$ cat src/rtl/cpu_pkg.sv
// Shared definitions for the parametrised adding-machine CPU: opcode
// encoding, opcode field width and FSM state encoding.
package cpu_pkg;

  localparam int OP_W = 3;

  typedef enum logic [OP_W-1:0] {
    OP_ADD = 3'b000,
    OP_AND = 3'b001,
    OP_JMP = 3'b010,
    OP_STA = 3'b011,
    OP_LDA = 3'b100,
    OP_SUB = 3'b101,
    OP_JZ  = 3'b110,
    OP_HLT = 3'b111
  } opcode_t;

  typedef enum logic [2:0] {
    S_FETCH   = 3'd0,
    S_DECODE  = 3'd1,
    S_EXEC_RD = 3'd2,
    S_EXEC_WR = 3'd3,
    S_HALT    = 3'd4
  } state_t;

endpackage

$ cat src/rtl/cpu_ctrl.sv
// Control FSM: sequences fetch/decode/execute, stretches every bus access
// until mem_ready, and emits register enables plus bus requests.
module cpu_ctrl
  import cpu_pkg::*;
(
  input  logic    clk,
  input  logic    rst,
  input  logic    mem_ready,
  input  opcode_t opcode,
  input  logic    zero,
  output logic    ir_load,
  output logic    pc_inc,
  output logic    pc_load,
  output logic    ac_load,
  output logic    use_ir_adr,
  output logic    rd_req,
  output logic    wr_req,
  output logic    halted
);

  state_t state;

  // State register; HALT is left only through reset.
  // NOTE: sequential state uses non-blocking assignments so every flop
  // samples pre-edge values regardless of block evaluation order.
  always_ff @(posedge clk or posedge rst) begin
    if (rst) begin
      state <= S_FETCH;
    end else begin
      case (state)
        S_FETCH:   if (mem_ready) state <= S_DECODE;
        S_DECODE: begin
          case (opcode)
            OP_ADD, OP_AND, OP_LDA, OP_SUB: state <= S_EXEC_RD;
            OP_STA:                         state <= S_EXEC_WR;
            OP_HLT:                         state <= S_HALT;
            default:                        state <= S_FETCH;
          endcase
        end
        S_EXEC_RD: if (mem_ready) state <= S_FETCH;
        S_EXEC_WR: if (mem_ready) state <= S_FETCH;
        S_HALT:    state <= S_HALT;
        default:   state <= S_FETCH;
      endcase
    end
  end

  // Enables and requests decoded straight from the state flops; requests
  // are masked by rst so an in-flight access drops without waiting for clk.
  // NOTE: every output is assigned on every path, so no latch is inferred.
  always_comb begin
    ir_load    = (state == S_FETCH) && mem_ready;
    pc_inc     = (state == S_FETCH) && mem_ready;
    pc_load    = (state == S_DECODE) &&
                 ((opcode == OP_JMP) || ((opcode == OP_JZ) && zero));
    ac_load    = (state == S_EXEC_RD) && mem_ready;
    use_ir_adr = (state == S_EXEC_RD) || (state == S_EXEC_WR);
    rd_req     = !rst && ((state == S_FETCH) || (state == S_EXEC_RD));
    wr_req     = !rst && (state == S_EXEC_WR);
    halted     = (state == S_HALT);
  end

endmodule

$ cat src/rtl/param_adding_cpu.sv
// Single-accumulator CPU with generic data width: PC/IR/AC/Z/C registers,
// the ALU and the address bus mux. Sequencing lives in cpu_ctrl.
module param_adding_cpu
  import cpu_pkg::*;
#(
  parameter  int DATA_W = 9,
  localparam int ADR_W  = DATA_W - OP_W
) (
  input  logic              clk,
  input  logic              rst,
  input  logic [DATA_W-1:0] data_bus_in,
  input  logic              mem_ready,
  output logic              rd_mem,
  output logic              wr_mem,
  output logic [ADR_W-1:0]  adr_bus,
  output logic [DATA_W-1:0] data_bus_out,
  output logic              halted,
  output logic              zero_flag,
  output logic              carry_flag
);

  logic [ADR_W-1:0]  pc;
  logic [DATA_W-1:0] ir;
  logic [DATA_W-1:0] ac;
  logic [DATA_W:0]   sum;
  logic [DATA_W-1:0] alu_res;
  logic              alu_carry;
  logic              ir_load, pc_inc, pc_load, ac_load, use_ir_adr;
  opcode_t           opcode;

  assign opcode = opcode_t'(ir[DATA_W-1 -: OP_W]);

  cpu_ctrl u_ctrl (
    .clk        (clk),
    .rst        (rst),
    .mem_ready  (mem_ready),
    .opcode     (opcode),
    .zero       (zero_flag),
    .ir_load    (ir_load),
    .pc_inc     (pc_inc),
    .pc_load    (pc_load),
    .ac_load    (ac_load),
    .use_ir_adr (use_ir_adr),
    .rd_req     (rd_mem),
    .wr_req     (wr_mem),
    .halted     (halted)
  );

  // One extra bit catches the carry out of the modulo-2^DATA_W add.
  assign sum = {1'b0, ac} + {1'b0, data_bus_in};

  // ALU result for the memory-operand instructions; carry holds unless the
  // instruction defines it.
  always_comb begin
    alu_res   = ac;
    alu_carry = carry_flag;
    case (opcode)
      OP_ADD: begin
        alu_res   = sum[DATA_W-1:0];
        alu_carry = sum[DATA_W];
      end
      OP_AND: alu_res = ac & data_bus_in;
      OP_LDA: alu_res = data_bus_in;
      OP_SUB: begin
        alu_res   = ac - data_bus_in;
        alu_carry = (ac >= data_bus_in);
      end
      default: ;
    endcase
  end

  // Architectural registers; PC increment (FETCH) and jump (DECODE) are
  // mutually exclusive in time.
  always_ff @(posedge clk or posedge rst) begin
    if (rst) begin
      pc         <= '0;
      ir         <= '0;
      ac         <= '0;
      zero_flag  <= 1'b0;
      carry_flag <= 1'b0;
    end else begin
      if (pc_load)     pc <= ir[ADR_W-1:0];
      else if (pc_inc) pc <= pc + 1'b1;
      if (ir_load) ir <= data_bus_in;
      if (ac_load) begin
        ac         <= alu_res;
        zero_flag  <= (alu_res == '0);
        carry_flag <= alu_carry;
      end
    end
  end

  assign adr_bus      = use_ir_adr ? ir[ADR_W-1:0] : pc;
  assign data_bus_out = ac;

endmodule

$ cat config.mk
export PLATFORM = sky130hd
export DESIGN_NAME = param_adding_cpu
export DESIGN_NICKNAME = d
export VERILOG_FILES = /design/src/rtl/cpu_pkg.sv /design/src/rtl/cpu_ctrl.sv /design/src/rtl/param_adding_cpu.sv
export SDC_FILE = /design/constraint.sdc
export NUM_CORES = 1
export LEC_CHECK = 0
export ABC_AREA = 1
export BUFFER_PORTS_ARGS = -buffer_cell sky130_fd_sc_hd__buf_4
export CAP_MARGIN = 20
export CORE_ASPECT_RATIO = 0.8
export CORE_MARGIN = 2
export CORE_UTILIZATION = 50
export CTS_CLUSTER_DIAMETER = 120
export DETAILED_ROUTE_END_ITERATION = 16
export PLACE_DENSITY_LB_ADDON = 0.1
export SLEW_MARGIN = 20
export SYNTH_ARGS = -nofsm -noshare
export SYNTH_HDL_FRONTEND = slang
export SYNTH_SLANG_ARGS = --single-unit
$ cat constraint.sdc
create_clock -name clk -period 3.4 [get_ports clk]
set_input_delay 0.68 -clock clk [delete_from_list [all_inputs] [get_ports clk]]
set_output_delay 0.68 -clock clk [all_outputs]
set_load 0.01 [all_outputs]
Word level (Yosys, flattened, before mapping)
Index checks and enable logic that the tools add are counted.
- register bits: 29
- input port bits: 12
- output and inout port bits: 20
- word-level logic and storage cells: 52
- add/subtract/negate cells: 3
- $lt $le $gt $ge: 1
- equality and inequality tests: 13
- muxes and demuxes: 9
- bitwise gates (word level): 1
- reductions and logical operators: 19
- operators with widths (cell ; count):
    9-bit case mux with 4 select lines ; 1
    6-bit two-way mux ; 3
    3-bit equality test (second input constant) ; 5
    3-bit by 2-bit equality test with 1-bit output (second input constant) ; 4
    3-bit case mux with 4 select lines ; 1
    9-bit by 9-bit adder with 10-bit output ; 1
    9-bit AND ; 1
    9-bit >= comparator ; 1
    9-bit zero test ; 1
    3-bit case mux with 3 select lines ; 1
    9-bit subtractor ; 1
    6-bit by 1-bit adder with 6-bit output (second input constant) ; 1
    3-bit by 1-bit equality test with 1-bit output (second input constant) ; 2
    1-bit logical AND ; 6
    3-bit zero test ; 2
    3-bit two-way mux ; 2
    2-bit AND reduction ; 2
    2-bit nonzero test ; 2
    4-bit OR reduction ; 1
    1-bit logical OR ; 3
    2-bit by 1-bit inequality test with 1-bit output (second input constant) ; 1
    2-bit inequality test (second input constant) ; 1
    1-bit case mux with 2 select lines ; 1
    2-bit OR reduction ; 1
    1-bit zero test ; 1

Logic depth before layout (Yosys ltp)
Gate-level depths: netlist of the first run.
- word-level depth: 5
- gate-level depth with buffers: 14
- mapped depth without buffers: 14

Modules after synthesis
From an unflattened synthesis of the first run, not the netlist that was laid out.
- cell total of the unflattened synthesis: 404
- area, all modules: 2610.0 um2
- modules (own cells, without submodules) (module ; instances ; cells an instance ; area each (um2) ; seq. area each (um2)):
    param_adding_cpu ; 1 ; 368 ; 2383.5 ; 650.6
    cpu_ctrl ; 1 ; 36 ; 226.5 ; 75.1

Least setup slack after synthesis of the first run
OpenSTA, ideal clock, no wires.
- kind: in2reg
- start point: input port data_bus_in[0]
- end point: register zero_flag
- setup time: 0.075 ns
- arrival time: 2.016 ns
- required time: 3.325 ns
- slack: 1.309 ns
- cell stages on the path: 13
- buffers on the path: 0
- cell sequence: ha_1 fa_1 nand2_1 nand2_1 nand2_1 nand2_1 nand3_1 nand3_1 nand2_1 nand2_1 nor2_1 nand3_1 o21bai_2
- longest elaborated chain between the ends: 3
- elaborated cells between the ends (all ways): 5
- those cells by class: add/sub (2); mux (1); bitwise (1); reduce/logical (1)
- RTL lines (item ; line ; source):
    start, declared ; param_adding_cpu.sv:11 ; input logic [DATA_W-1:0] data_bus_in,
    9-bit subtractor (tied with other cells) ; param_adding_cpu.sv:65 ; alu_res = ac - data_bus_in;
    9-bit case mux with 4 select lines (*) ; param_adding_cpu.sv:57 ; case (opcode)
    9-bit zero test (*) ; param_adding_cpu.sv:87 ; zero_flag <= (alu_res == '0);
    end signal, assigned ; param_adding_cpu.sv:87 ;
    end, declared ; param_adding_cpu.sv:18 ; output logic zero_flag,
Mark *: on every way between the ends. The rest lies on a longest branch, timed or not.
A chain may end at the register's enable or synchronous reset.

Final worst setup path of the first run
Ends and elaborated chain as after synthesis.

==> reports/metrics.cfg, run 1 <==
[status]
status = completed

[cells_and_area]
ff_latch_area_um2 = 726
diodes = 0
drive_gt1_frac = 0.151
final_util = 0.595
syn_to_final_growth_pct = 15.2
nets = 457
final_area_um2 = 2980
multi_input_area_um2 = 1570
num-fill-cells = 499

[route]
vias = 2635
post-route-drc-count = 0
drtIter0Drc = 252
wire_per_inst_um = 14.4
drt-total-wl_um = 6990
antenna_left = 0
dr.pass1.iters = 5
via_per_inst = 5.42

[grt]
grt_pass1_wl_um = 11500
antenna_found_initial = 0
grt_usage = 0.256
grt_pass1_vias = 2336
grt_max_degree = 30
grt_overflow = 0

[timing]
setup_violations = 0
fin_ws_ns = 1.28
worst_clock_skew_ns = 0.00752
slew_violations = 0
hold_viol = 0
fin_crit_ns = 2.12
fin_tns_setup_ns = 0
fin_crit_sh = 0.623
rsz0062_at_grt = false
slew_headroom = 0.561
max_freq_ghz = 0.472
holdWs_ns = 0.485
worstMarginPinSlew_ns = 0.657

[cts]
ctsHoldBuffers = 0
cts_resized = 0
cts_setup_buffers = 0
htree_levels = 2
numCtsBuffers = 5
clockRootBuffer = clkbuf_8
cts_buffer_depth = 2
tritoncts = done
cts_sinks = 29
clk_pin_slew_ns = 0.07
clock_latency_ns = 0.29

[power]
pwr-share-comb = 0.609
p_clk_frac = 0.140
ir_worst_vdd_v = 0.000472
p_leak_nw = 1.64
pwr_density_cell_nw_per_um2 = 919
internal_power_w = 0.00137
seqPwrFrac = 0.251
switching_power_w = 0.00137
switching_share = 0.499

[synth]
synthSimpleGateAreaFrac = 0.337
synth-seq-cells = 29
muxShareOfSynthArea = 0
yosysMostFrequentCell = nand2_1
synthAdderAreaFrac = 0.112
avgSynthCellArea_um2 = 6.59
ys_seq_area_frac = 0.280
synth_compound_area_frac = 0.137
synth_nets = 427
synth_ff_type = dfrtp_1
synth_top_family_by_area = simple AND/OR/NAND/NOR gates
yosysTopAreaCell = dfrtp_1
synthCells = 393
synth-edff-count = 0
synthDominantCellAreaShare = 0.280
synth_warnings = 0
synth_area_leaders = dfrtp_1 (28%), nand2_1 (16%), ha_1 (9.7%), inv_1 (8.4%), nand3_1 (7.7%)
yosysUniqueCellTypes = 37
ys_top_cells_by_count = nand2_1 (113), inv_1 (58), nand3_1 (40)
syn-cell-area_um2 = 2590
postSynth.asyncResetShare = 1.00
synth-xor-area-share = 0.0203

[setup_path]
crit_required_ns = 3.62
path_class = in -> reg
max_stage_delay_ns = 0.41
rrSetupSlack_ns = 1.31
startpoint_type = primary input
cp_top_family = simple AND/OR/NAND/NOR gates
crit_chain = buf_4 > ha_1 > fa_1 > nand2_1 > nand2_1 > nand2_1 > nand2_1 > nand3_1 > nand3_1 > nand2_1 > nand2_1 > nor2_1 > nand3_1 > o21bai_2
critPathCaptureType = flop
cpMaxStageDelayCell = fa_1
critPathArrivalTime_ns = 2.34
path_buf_inv = 1
cp_common_cell = nand2_1
worstPathMaxFanout = 5

[floorplan]
start_util = 0.517
die_y_um = 68.4
rows = 23
die-area_um2 = 5770
io_pins = 32
dieWidth_um = 84.4
core_um2 = 5010

[worst_hold_path]
holdCritPathClass = in -> async

[run]
drv_cap = 0

[placement]
gp_congestion = 0.903
placed_area_um2 = 2870
dp_slack_ns = 1.00
placement.io_buffers = 31
dp_hpwl_um = 5310

-- layout make-up --
type                    count  share of cell area
multi-input cells         289               0.527
flip-flops and latches     29               0.243
inverters                  66              0.0839
repair buffers             32              0.0806
clock buffers               7              0.0290
well taps                  62              0.0260
clock inverters             1              0.0101
-- worst register-to-register path, stage by stage (launching register included) --
cell      delay (ns)
dfrtp_1         0.41
inv_1           0.11
ha_1            0.15
inv_1           0.05
fa_1            0.39
nand3_1         0.13
nand2_1         0.14
nand2_1         0.11
nand2_1         0.06
nand2_1         0.06
nand3_1         0.07
nand3_1         0.09
nand2_1         0.07
nand3_1         0.10
o21bai_2        0.06
-- cell families after synthesis --
logic type | Yosys count
simple gates | 199
buf+inv | 75
compound gates | 62
flops | 29
fa+ha+maj | 22
xor+xnor | 6
-- state kept, by name, summed over array words and instances, names as in the netlist --
| register | count |
|---|---|
| u_ctrl.state | 3 |
| ir | 9 |
| carry_flag | 1 |
| data_bus_out | 9 |
| pc | 6 |
| zero_flag | 1 |
-- power groups by stage --
stage / clock network, W / logic, W / registers [W]
2_1_floorplan: 0 / 0.00116 / 0.000665
3_3_place_gp: 0 / 0.00162 / 0.000686
3_5_place_dp: 0 / 0.00164 / 0.000690
4_1_cts: 0.000391 / 0.00165 / 0.000687
5_1_grt: 0.000401 / 0.00188 / 0.000713
6_report: 0.000385 / 0.00167 / 0.000688
-- layout by cell type, fill, tap and decap left out, types with 6 or more instances in the layout --
cell type  instances
ha_1              20
nand3_1           40
nand2_1          113
inv_2              7
dfrtp_1           29
buf_4             32
inv_1             58
a21oi_1           16
clkbuf_8           6
o21ai_0           31
nor2_1            23
-- layer usage --
metal,routed length (um),vias up,track usage
li1,-,1317,-
met1,3360,1205,0.373
met2,3080,104,0.419
met3,502,9,0.0374
met4,56,0,0.0357
met5,0,-,0
-- metrics by stage --
| step | total power, W | instances |
|---|---|---|
| after global placement | 0.00231 | 478 |
| after CTS | 0.00273 | 486 |
| after floorplan | 0.00183 | 393 |
| after detailed placement | 0.00233 | 478 |
| final | 0.00274 | 486 |
| after global routing | 0.00299 | 486 |
-- final timing paths --
kind,start,endpoint,depth (start not counted)
worst min register to register,ir[1]$_DFFE_PP0P_,ir[1]$_DFFE_PP0P_,2
min in group clk,ir[1]$_DFFE_PP0P_,ir[1]$_DFFE_PP0P_,2
max in group asynchronous,rst,ir[3]$_DFFE_PP0P_,3
worst min-delay path,rst,data_bus_out[8]$_DFFE_PP0P_,3
worst max register to register,data_bus_out[0]$_DFFE_PP0P_,zero_flag$_DFFE_PP0P_,14
worst max-delay path,data_bus_in[0],zero_flag$_DFFE_PP0P_,14
(Power assumes the default switching activity.)
==> inputs of run 2 (changes only) <==
==> constraint.sdc (replaced) <==
create_clock -name clk -period 1.8 [get_ports clk]
set_input_delay 0.36 -clock clk [delete_from_list [all_inputs] [get_ports clk]]
set_output_delay 0.36 -clock clk [all_outputs]
set_load 0.01 [all_outputs]
==> reports/metrics.cfg, run 2 (synthesis gave the netlist of run 1 again) <==
[setup_path]
path_buf_inv = 0  ; -1
rr_endpoint = zero_flag$_DFFE_PP0P_
cp_common_cell = nand3_1
crit_path_start = data_bus_out[0]$_DFFE_PP0P_
crit_chain = ha_2 > fa_2 > nand2_2 > nand2_4 > nand3b_1 > nand3_1 > nand3_1 > nand3_1 > nand2_1 > nand3_1 > o21bai_2
cp.depth = 11  ; -3
rrSetupSlack_ns = -0.17  ; -1.48 ns
cpMaxStageDelayCell = dfrtp_1
max_stage_delay_ns = 0.42  ; about the same
crit_required_ns = 2.03  ; -1.59 ns
cp_top_family = simple AND/OR/NAND/NOR gates
path_class = reg -> reg
reg2reg_from = data_bus_out[0]$_DFFE_PP0P_
critPathCaptureType = flop
worstPathMaxFanout = 4  ; -1
worstSetupEndpoint = zero_flag$_DFFE_PP0P_
critPathArrivalTime_ns = 2.20  ; -0.14 ns
worst-r2r-cell-count = 11  ; -3
startpoint_type = flop

[route]
dr.pass1.iters = 5  ; unchanged
drt-total-wl_um = 7840  ; +12%
via_per_inst = 5.36  ; -1.1%
vias = 2906  ; +10%
post-route-drc-count = 0  ; unchanged
wire_per_inst_um = 14.5  ; +0.58%
drtIter0Drc = 273  ; +8.3%
antenna_left = 0  ; unchanged

[timing]
rsz0062_at_grt = true
hold_viol = 0  ; unchanged
setup_violations = 4  ; +4
max_freq_ghz = 0.507
holdWs_ns = 0.148  ; -0.336 ns
slew_headroom = 0.643  ; +0.0819
fin_ws_ns = -0.171  ; -1.45 ns
slew_violations = 0  ; unchanged
worst_clock_skew_ns = 0.00637  ; -0.00115 ns
fin_crit_ns = 1.97
worstMarginPinSlew_ns = 0.535  ; -0.122 ns
fin_crit_sh = 1.09

[power]
ir_worst_vdd_v = 0.00107  ; +130%
p_leak_nw = 1.91  ; +16%
pwr_density_cell_nw_per_um2 = 1730  ; +88%
total_power_w = 0.00607  ; +120%

[cts]
htree_levels = 2  ; unchanged
clk_pin_slew_ns = 0.07  ; about the same
cts_sinks = 29  ; unchanged
clock_latency_ns = 0.30  ; about the same
clockRootBuffer = clkbuf_8
cts_buffer_depth = 2  ; unchanged
numCtsBuffers = 5  ; unchanged
tritoncts = done

[placement]
placement.io_buffers = 31  ; unchanged
gp_congestion = 0.896  ; -0.87%
placed_area_um2 = 3270  ; +14%
dp_slack_ns = -0.198  ; -1.20 ns
dp_hpwl_um = 5810  ; +9.4%

[worst_hold_path]
holdCritPathClass = in -> async

[grt]
grt_pass1_vias = 2774  ; +19%
grt_usage = 0.288  ; +0.0319
antenna_found_initial = 0  ; unchanged
grt_overflow = 0  ; unchanged
grt_max_degree = 30  ; unchanged
grt_pass1_wl_um = 12800  ; +12%

[floorplan]
die-area_um2 = 5770  ; unchanged
rows = 23  ; unchanged
dieWidth_um = 84.4  ; unchanged
start_util = 0.517  ; unchanged
die_y_um = 68.4  ; unchanged
core_um2 = 5010  ; unchanged
io_pins = 32  ; unchanged

[cells_and_area]
final_area_um2 = 3510  ; +18%
diodes = 0  ; unchanged
mostFrequentLayoutCell = nand2_1
nets = 513  ; +12%
syn_to_final_growth_pct = 35.5
final_util = 0.701  ; +0.105
final_cell_mix = nand2_1 (106), buf_4 (87), inv_1 (55)
drive_gt1_frac = 0.304  ; +0.153
num-fill-cells = 452  ; -9.4%

[run]
drv_cap = 0  ; unchanged

[status]
violations = setup timing
status = finished, violations left

run 2: area by class of cell:
| class | instances | area (um2) | area share |
|---|---|---|---|
| multi-input combinational | 289 | 1670 | 0.475 |
| sequential | 29 | 727 | 0.207 |
| timing repair buffer | 88 | 664 | 0.189 |
| inverter | 66 | 253 | 0.0720 |
| clock buffer | 6 | 82.6 | 0.0235 |
| tap | 62 | 77.6 | 0.0221 |
| clock inverter | 2 | 37.5 | 0.0107 |
run 2: through the flow:
stage	setup TNS, ns	cells
detailed placement	-0.734	531
floorplan	-0.0377	393
global route	-1.03	542
global placement	-0.572	531
finish	-0.349	542
CTS	-0.187	540
run 2: worst register-to-register path, stage by stage (launching register included):
cell,delay (ns)
dfrtp_1,0.42
ha_2,0.21
fa_2,0.37
nand2_2,0.11
nand2_4,0.07
nand3b_1,0.13
nand3_1,0.09
nand3_1,0.09
nand3_1,0.08
nand2_1,0.10
nand3_1,0.10
o21bai_2,0.11
run 2: repair_timing:
item,4_1_cts,5_1_grt
resized for setup,12,22
hold endpoints to repair,0,0
buffers inserted,1,2
endpoints found under the setup margin,6,14
hold buffers,0,0
pin swaps,4,5
run 2: layer usage:
layer / share of wire / track usage / routed length [um]
met2: 0.44 / 0.471 / 3440
met1: 0.46 / 0.390 / 3630
met3: 0.074 / 0.0495 / 582
met5: 0 / 0 / 0
met4: 0.024 / 0.107 / 191
run 2: power breakdown:
group          internal, W  switching (W)
clock network     0.000450       0.000310
registers         0.000941       0.000315
logic              0.00175        0.00230
run 2: worst min-delay path by stage:
stage	startpoint	to	slack, ns	cells past startpoint
finish	rst	pc[4]$_DFFE_PP0P_	0.15	3
global route	rst	pc[4]$_DFFE_PP0P_	0.21	3
CTS	rst	ir[3]$_DFFE_PP0P_	0.17	3
detailed placement	ir[4]$_DFFE_PP0P_	ir[4]$_DFFE_PP0P_	0.47	2
global placement	carry_flag$_DFFE_PP0P_	carry_flag$_DFFE_PP0P_	0.47	2
floorplan	rst	carry_flag$_DFFE_PP0P_	0.44	1
==> inputs of run 3 (changes only) <==
--- a/config.mk
+++ b/config.mk
@@ -12,6 +12,7 @@
 export CORE_MARGIN = 2
 export CORE_UTILIZATION = 50
 export CTS_CLUSTER_DIAMETER = 120
+export CTS_CLUSTER_SIZE = 28
 export DETAILED_ROUTE_END_ITERATION = 16
 export PLACE_DENSITY_LB_ADDON = 0.1
 export SLEW_MARGIN = 20
==> constraint.sdc (replaced) <==
create_clock -name clk -period 1.98 [get_ports clk]
set_input_delay 0.396 -clock clk [delete_from_list [all_inputs] [get_ports clk]]
set_output_delay 0.396 -clock clk [all_outputs]
set_load 0.01 [all_outputs]
==> reports/metrics.cfg, run 3 (synthesis gave the netlist of run 1 again) <==
[grt]
antenna_found_initial = 0  ; unchanged
grt_usage = 0.269  ; -0.0187
grt_pass1_wl_um = 12200  ; -5.0%
grt_pass1_vias = 2626  ; -5.3%
grt_max_degree = 30  ; unchanged
grt_overflow = 0  ; unchanged

[floorplan]
die_y_um = 68.4  ; unchanged
core_um2 = 5010  ; unchanged
die-area_um2 = 5770  ; unchanged
start_util = 0.517  ; unchanged
rows = 23  ; unchanged
io_pins = 32  ; unchanged
dieWidth_um = 84.4  ; unchanged

[power]
pwr-share-comb = 0.650  ; -0.018
pwr_density_cell_nw_per_um2 = 1580  ; -8.4%
ir_worst_vdd_v = 0.000914  ; -15%
total_power_w = 0.00519  ; -15%
p_clk_frac = 0.129  ; +0.004
seqPwrFrac = 0.221  ; +0.014
internal_power_w = 0.00269  ; -14%
switching_share = 0.482  ; -0.000509
switching_power_w = 0.00250  ; -15%
p_leak_nw = 1.80  ; -5.4%

[timing]
fin_crit_ns = 2.03  ; +0.0573 ns
hold_viol = 0  ; unchanged
fin_tns_setup_ns = -0.0482  ; +0.300 ns
fin_crit_sh = 1.02  ; -0.0706
slew_violations = 0  ; unchanged
worstMarginPinSlew_ns = 0.377  ; -0.158 ns
rsz0062_at_grt = true
max_freq_ghz = 0.493  ; -2.8%
setup_violations = 1  ; -3
slew_headroom = 0.747  ; +0.104
worst_clock_skew_ns = 0.00704  ; +0.000669 ns
fin_ws_ns = -0.0482  ; +0.123 ns

[cts]
cts_sinks = 29  ; unchanged
clockRootBuffer = clkbuf_8
cts_buffer_depth = 2  ; unchanged
ctsHoldBuffers = 0  ; unchanged
numCtsBuffers = 5  ; unchanged
clk_pin_slew_ns = 0.07  ; about the same
tritoncts = done
clock_latency_ns = 0.29  ; about the same
htree_levels = 2  ; unchanged

[setup_path]
critPathArrivalTime_ns = 2.25  ; +0.05 ns
startpoint_type = flop
reg2reg_from = data_bus_out[0]$_DFFE_PP0P_
rr_endpoint = zero_flag$_DFFE_PP0P_
critPathCaptureType = flop
crit_required_ns = 2.20  ; +0.17 ns
worst-r2r-cell-count = 12  ; +1
path_class = reg -> reg
rrSetupSlack_ns = -0.05  ; +0.12 ns
worstPathMaxFanout = 3  ; -1

[route]
drtIter0Drc = 301  ; +10%
antenna_left = 0  ; unchanged
drt-total-wl_um = 7360  ; -6.2%
dr.pass1.iters = 5  ; unchanged
post-route-drc-count = 0  ; unchanged
via_per_inst = 5.29  ; -1.3%
vias = 2762  ; -5.0%
wire_per_inst_um = 14.1  ; -2.6%

[placement]
dp_slack_ns = -0.129  ; +0.0697 ns
placement.io_buffers = 31  ; unchanged
gp_congestion = 0.921  ; +2.8%
dp_hpwl_um = 5580  ; -4.0%
placed_area_um2 = 3110  ; -5.0%

[cells_and_area]
num-fill-cells = 466  ; +3.1%
final_area_um2 = 3270  ; -6.7%
syn_to_final_growth_pct = 26.5
nets = 493  ; -3.9%
drive_gt1_frac = 0.237  ; -0.0672
final_cell_mix = nand2_1 (111), buf_4 (68), inv_1 (56)
diodes = 0  ; unchanged
mostFrequentLayoutCell = nand2_1

[worst_hold_path]
holdCritPathClass = in -> async

[run]
drv_cap = 0  ; unchanged

[status]
status = finished, violations left
violations = setup timing

[run 3: area by class of cell]
class                      instances  area [um2]  share of cell area
multi-input combinational        289        1590               0.485
clock inverter                     2        37.5              0.0115
inverter                          66         253              0.0772
sequential                        29         727               0.222
tap                               62        77.6              0.0237
timing repair buffer              68         510               0.156
clock buffer                       6        82.6              0.0252
[run 3: power groups by stage]
stage	combinational [W]	sequential [W]	clock, W
2_1_floorplan	0.00200	0.00114	0
3_3_place_gp	0.00311	0.00114	0
3_5_place_dp	0.00318	0.00115	0
4_1_cts	0.00327	0.00114	0.000676
5_1_grt	0.00379	0.00118	0.000695
6_report	0.00337	0.00115	0.000669
[run 3: worst max path at each step]
stage                                            from                     to  slack, ns  cells past startpoint
final                     data_bus_out[0]$_DFFE_PP0P_  zero_flag$_DFFE_PP0P_      -0.05                     12
after global routing      data_bus_out[0]$_DFFE_PP0P_  zero_flag$_DFFE_PP0P_      -0.19                     12
after CTS                 data_bus_out[0]$_DFFE_PP0P_  zero_flag$_DFFE_PP0P_      -0.05                     12
after detailed placement               data_bus_in[0]  zero_flag$_DFFE_PP0P_      -0.13                     14
after global placement                 data_bus_in[0]  zero_flag$_DFFE_PP0P_      -0.06                     14
after floorplan           data_bus_out[0]$_DFFE_PP0P_  zero_flag$_DFFE_PP0P_       0.08                     12
[run 3: per-layer routing]
layer,share of wire,vias up,wire length (um),GRT usage
li1,-,1379,-,-
met1,0.48,1250,3500,0.360
met2,0.45,114,3290,0.463
met3,0.057,19,421,0.0458
met4,0.019,0,143,0.0675
met5,0,-,0,0
[run 3: worst max-delay path, cell delays in order (launching register included)]
cell      delay (ns)
dfrtp_1         0.41
inv_2           0.07
ha_1            0.13
inv_1           0.05
fa_2            0.36
xor2_1          0.18
a21oi_2         0.13
nand2_1         0.08
nor2_2          0.10
nand3_1         0.10
nor2_1          0.12
nand3_1         0.11
o21bai_2        0.12
[run 3: per-stage QoR]
stage | instances | hold slack [ns] | util
after floorplan | 393 | 0.453 | -
after global placement | 510 | 0.463 | 0.620
after detailed placement | 510 | 0.473 | 0.620
after CTS | 521 | 0.209 | 0.650
after global routing | 522 | 0.240 | 0.654
final | 522 | 0.189 | 0.654
[run 3: repair_timing]
action / CTS / global route
setup endpoints to repair: 3 / 6
buffers inserted: 3 / 1
pin swaps: 4 / 4
endpoints found under the hold margin: 0 / 0
gates resized for setup: 3 / 9
